## src/rtl/sort_pkg.sv

```systemverilog
// sort_pkg: shared word width, lane count, pad value and loader state encoding
package sort_pkg;
  localparam int WORD_W = 8;
  localparam int N_LANES = 4;
  localparam logic [WORD_W-1:0] PAD_WORD = 8'hFF;
  localparam logic LOAD = 1'b0;
  localparam logic FULL = 1'b1;
  typedef enum logic {ST_LOAD = LOAD, ST_FULL = FULL} state_t;
endpackage

```

## src/rtl/sort_frame_loader.sv

```systemverilog
// sort_frame_loader: packs a serial word stream into 4-word frames for the bottom sorter
module sort_frame_loader
  import sort_pkg::*;
#(
  parameter int WIDTH = WORD_W,
  parameter logic [WIDTH-1:0] PAD = WIDTH'(PAD_WORD),
  parameter int CNT_W = 8
) (
  input  logic             clk,
  input  logic             rst_n,
  input  logic [WIDTH-1:0] in_data,
  input  logic             in_valid,
  output logic             in_ready,
  input  logic             flush,
  output logic             frame_valid,
  input  logic             frame_ready,
  output logic [WIDTH-1:0] f1,
  output logic [WIDTH-1:0] f2,
  output logic [WIDTH-1:0] f3,
  output logic [WIDTH-1:0] f4,
  output logic [CNT_W-1:0] frame_count
);
  state_t state, state_d;
  logic [1:0] cnt, cnt_d;
  logic [WIDTH-1:0] slot [N_LANES];
  logic [WIDTH-1:0] slot_d [N_LANES];
  logic [CNT_W-1:0] count_d;
  logic acc, last, flush_go;
  logic [2:0] fill_lo;
  assign in_ready = state == ST_LOAD;
  assign acc = in_valid && in_ready;
  assign last = acc && cnt == 2'd3;
  assign flush_go = in_ready && flush && (acc || cnt != 2'd0);
  // first slot left empty after this cycle's beat; everything from here up gets PAD
  assign fill_lo = {1'b0, cnt} + {2'b0, acc};
  assign frame_valid = state == ST_FULL;
  assign {f1, f2, f3, f4} = {slot[0], slot[1], slot[2], slot[3]};
  always_comb begin
    state_d = state;
    cnt_d = cnt;
    slot_d = slot;
    count_d = frame_count;
    if (state == ST_LOAD) begin
      for (int i = 0; i < N_LANES; i++)
        slot_d[i] = (acc && cnt == 2'(i)) ? in_data : (flush_go && 3'(i) >= fill_lo) ? PAD : slot[i];
      cnt_d = cnt + {1'b0, acc};
      state_d = (last || flush_go) ? ST_FULL : ST_LOAD;
      cnt_d = (last || flush_go) ? 2'd0 : cnt_d;
    end else if (frame_ready) begin
      state_d = ST_LOAD;
      count_d = frame_count + 1'b1;
    end
  end
  always_ff @(posedge clk) begin
    if (!rst_n) begin
      state <= ST_LOAD;
      cnt <= 2'd0;
      slot <= '{default: '0};
      frame_count <= '0;
    end else begin
      state <= state_d;
      cnt <= cnt_d;
      slot <= slot_d;
      frame_count <= count_d;
    end
  end
endmodule

```

## config.mk

```make
export PLATFORM = sky130hd
export DESIGN_NAME = sort_frame_loader
export DESIGN_NICKNAME = d
export VERILOG_FILES = /design/src/rtl/sort_pkg.sv /design/src/rtl/sort_frame_loader.sv
export SDC_FILE = /design/constraint.sdc
export NUM_CORES = 1
export LEC_CHECK = 0
export ABC_AREA = 1
export CORE_AREA = 2 2 73 75
export CTS_CLUSTER_DIAMETER = 150
export DETAILED_ROUTE_END_ITERATION = 6
export DIE_AREA = 0 0 75 77
export GPL_TIMING_DRIVEN = 0
export HOLD_SLACK_MARGIN = 0.06
export PLACE_DENSITY = 0.72
export SETUP_SLACK_MARGIN = 0.2
export SYNTH_ARGS = -nofsm -noshare
export SYNTH_HDL_FRONTEND = slang
export SYNTH_SLANG_ARGS = --single-unit
```

## constraint.sdc

```tcl
create_clock -name clk -period 2.6 [get_ports clk]
set_clock_uncertainty 0.2 [all_clocks]
set_input_delay 0.78 -clock clk [delete_from_list [all_inputs] [get_ports clk]]
set_output_delay 0.78 -clock clk [all_outputs]
set_load 0.05 [all_outputs]
```

==> flow_metrics.env <==
export IMPL_synth_area_leaders="dfxtp_1, inv_1, nand2_1"
export IMPL_worstSkewPairLatency_ns=0.30
export IMPL_grt_use_total=0.179
export IMPL_numCtsBuffers=5
export IMPL_worst_pin_slew_ns=0.508
export IMPL_antenna_left=0
export IMPL_cts_max_level=2
export IMPL_maxSlewViolCount=0
export IMPL_synth_edf_count=0
export IMPL_critPathMaxStageDelay_ns=0.55
export IMPL_dieWidth_um=75
export IMPL_dr_pass1_iters=4
export IMPL_synth_area_per_cell_um2=6.52
export IMPL_cellPowerDensity_mw_per_mm2=694
export IMPL_rr_worst_depth=11
export IMPL_path_delay_family="buffers and inverters"
export IMPL_critPathSlowestCell="clkdlybuf4s15_1"
export IMPL_clkSinkCount=43
export IMPL_setup_viol=0
export IMPL_crit_cells=1
export IMPL_synth_cell_types=21
export IMPL_max_clock_path_buffers=2
export IMPL_min_path_type="reg2reg"
export IMPL_post_route_drc_count=0
export IMPL_port_buffers=54
export IMPL_syn_area_mm2=0.00217
export IMPL_arrival_ns=1.37
export IMPL_slew_headroom=0.663
export IMPL_hold_violations=0
export IMPL_root_buffer="clkbuf_8"
export IMPL_grt_overflow_total=0
export IMPL_async_reset_ff_frac=0
export IMPL_dieArea_mm2=0.00578
export IMPL_start_kind="flop"
export IMPL_die_height_um=77
export IMPL_row_count=26
export IMPL_yosysWarnings=0
export IMPL_r2r_start="frame_valid"
export IMPL_design_final_nets=413
export IMPL_dp_hpwl_mm=3.55
export IMPL_core_region_area_mm2=0.00498
export IMPL_first_global_vias=1900
export IMPL_timing_final_ws_setup_ns=0.254
export IMPL_via_count=2088
export IMPL_synth_top_area_share=0.397
export IMPL_utilization=0.581
export IMPL_cts_tree="yes"
export IMPL_total_leakage_power_nw=1.77
export IMPL_p_total_mw=2.01
export IMPL_rsz0062_at_grt="false"
export IMPL_grt_pass1_wl_mm=8.09
export IMPL_synth_nets=351
export IMPL_via_per_inst=4.48
export IMPL_drt_total_wl_mm=4.90
export IMPL_status="complete, no violations"
export IMPL_whs_ns=0.274
export IMPL_netlist_top_cells_count="inv_1, nand2_1, dfxtp_1, nand3_1, o21ai_0"
export IMPL_period_share=0.902
export IMPL_synthCells=333
export IMPL_path_buf_inv=1
export IMPL_crit_type="reg2out"
export IMPL_ys_seq_area_frac=0.397
export IMPL_timing_final_crit_period_ns=2.35
export IMPL_avgRoutedWirePerCell_um=10.5
export IMPL_crit_fanout=7
export IMPL_antenna_found_initial=0
export IMPL_fmax_mhz=426
export IMPL_diodes=0
export IMPL_holdPathStages=2
export IMPL_yosysMostFrequentCell="inv_1"
export IMPL_clkTransAtPathRegs_ns=0.08
export IMPL_synthFlopType="dfxtp_1"
export IMPL_required_ns=1.62
export IMPL_ys_ff_latch=43
export IMPL_cp_end_kind="output pin"
export IMPL_drt_iter0_markers=95
export IMPL_layout_cells_non_filler=466
export IMPL_areaGrowthSynthToFinish_pct=33.3
export IMPL_drv_cap=0
export IMPL_start_util=0.436
export IMPL_num_io_pins=55
export IMPL_path_cells="clkdlybuf4s15_1"
export IMPL_grt_max_degree=14
export IMPL_startpoint="frame_valid"
export IMPL_ir_worst_vdd_uv=311
export IMPL_yosysTopAreaCell="dfxtp_1"
export IMPL_dp_cells=457
export IMPL_gp_congestion=0.828
export IMPL_place_worst_setup_slack_ns=-0.428
export IMPL_drive_above_1_share=0.0707
export IMPL_hp_start="frame_count[5]"
## area by class of cell
cell class | count | area [µm²]
fillers | 502 | 2090
flip-flops and latches | 43 | 861
multi-input cells | 166 | 842
repair buffers | 55 | 492
inverters | 116 | 435
well taps | 70 | 87.6
clock buffers | 6 | 82.6
plain buffers | 8 | 56.3
clock inverters | 2 | 35.0
## logic make-up after synthesis
kind of cell,count (synthesis),synth area share
compound gates,47,0.113
fa+ha+maj,5,0.0288
buf+inv,124,0.227
flops,43,0.397
simple gates,114,0.235
## placed cells by master, fill, tap and decap left out, types with 4 or more instances in the layout
cell,synthesis,layout
inv_1,114,114
nand2_1,56,54
dfxtp_1,43,43
dlygate4sd2_1,0,41
nand3_1,40,40
o21ai_0,33,33
clkdlybuf4s50_1,0,11
nor2_1,10,10
a21oi_1,8,8
clkbuf_8,0,6
clkbuf_1,4,4
nand2_2,3,4
## report_power, final
group / total [mW] / internal [mW] / switching, mW
clock network: 0.540 / 0.311 / 0.229
logic: 0.685 / 0.199 / 0.486
registers: 0.783 / 0.737 / 0.0457
total: 2.01 / 1.25 / 0.761
## timing repair
| item | in CTS | in global routing |
|---|---|---|
| setup endpoints to repair | 66 | 2 |
| hold buffers | 0 | 0 |
| gates resized for setup | 48 | 3 |
| buffers inserted | 1 | 0 |
## final timing paths
path	to	slack, ns
max reg2reg	f1[2]	0.71
min	frame_count[5]	0.27
max	frame_valid	0.25
min reg2reg	frame_count[5]	0.27
## per-stage QoR
stage	setup TNS, ns	cell area (µm²)
3_3_place_gp	-6.65	2800
6_report	0	2890
5_1_grt	0	2890
3_5_place_dp	-8.14	2800
2_1_floorplan	0	2170
4_1_cts	0	2890
## flip-flops by register name (all words and copies together) (netlist names)
name         count
frame_valid      1
f1               8
f3               8
frame_count      8
cnt              2
f2               8
f4               8
## routing by layer
metal  vias up  track usage  part of all wire  wire [µm]
met5         -            0                 0          0
met4         0       0.0679             0.022        110
met3         9       0.0473             0.074        364
met2        57        0.291              0.44       2170
met1       919        0.222              0.46       2260
li1       1103            -                 -          -
Power figures use the tool's default switching activity.
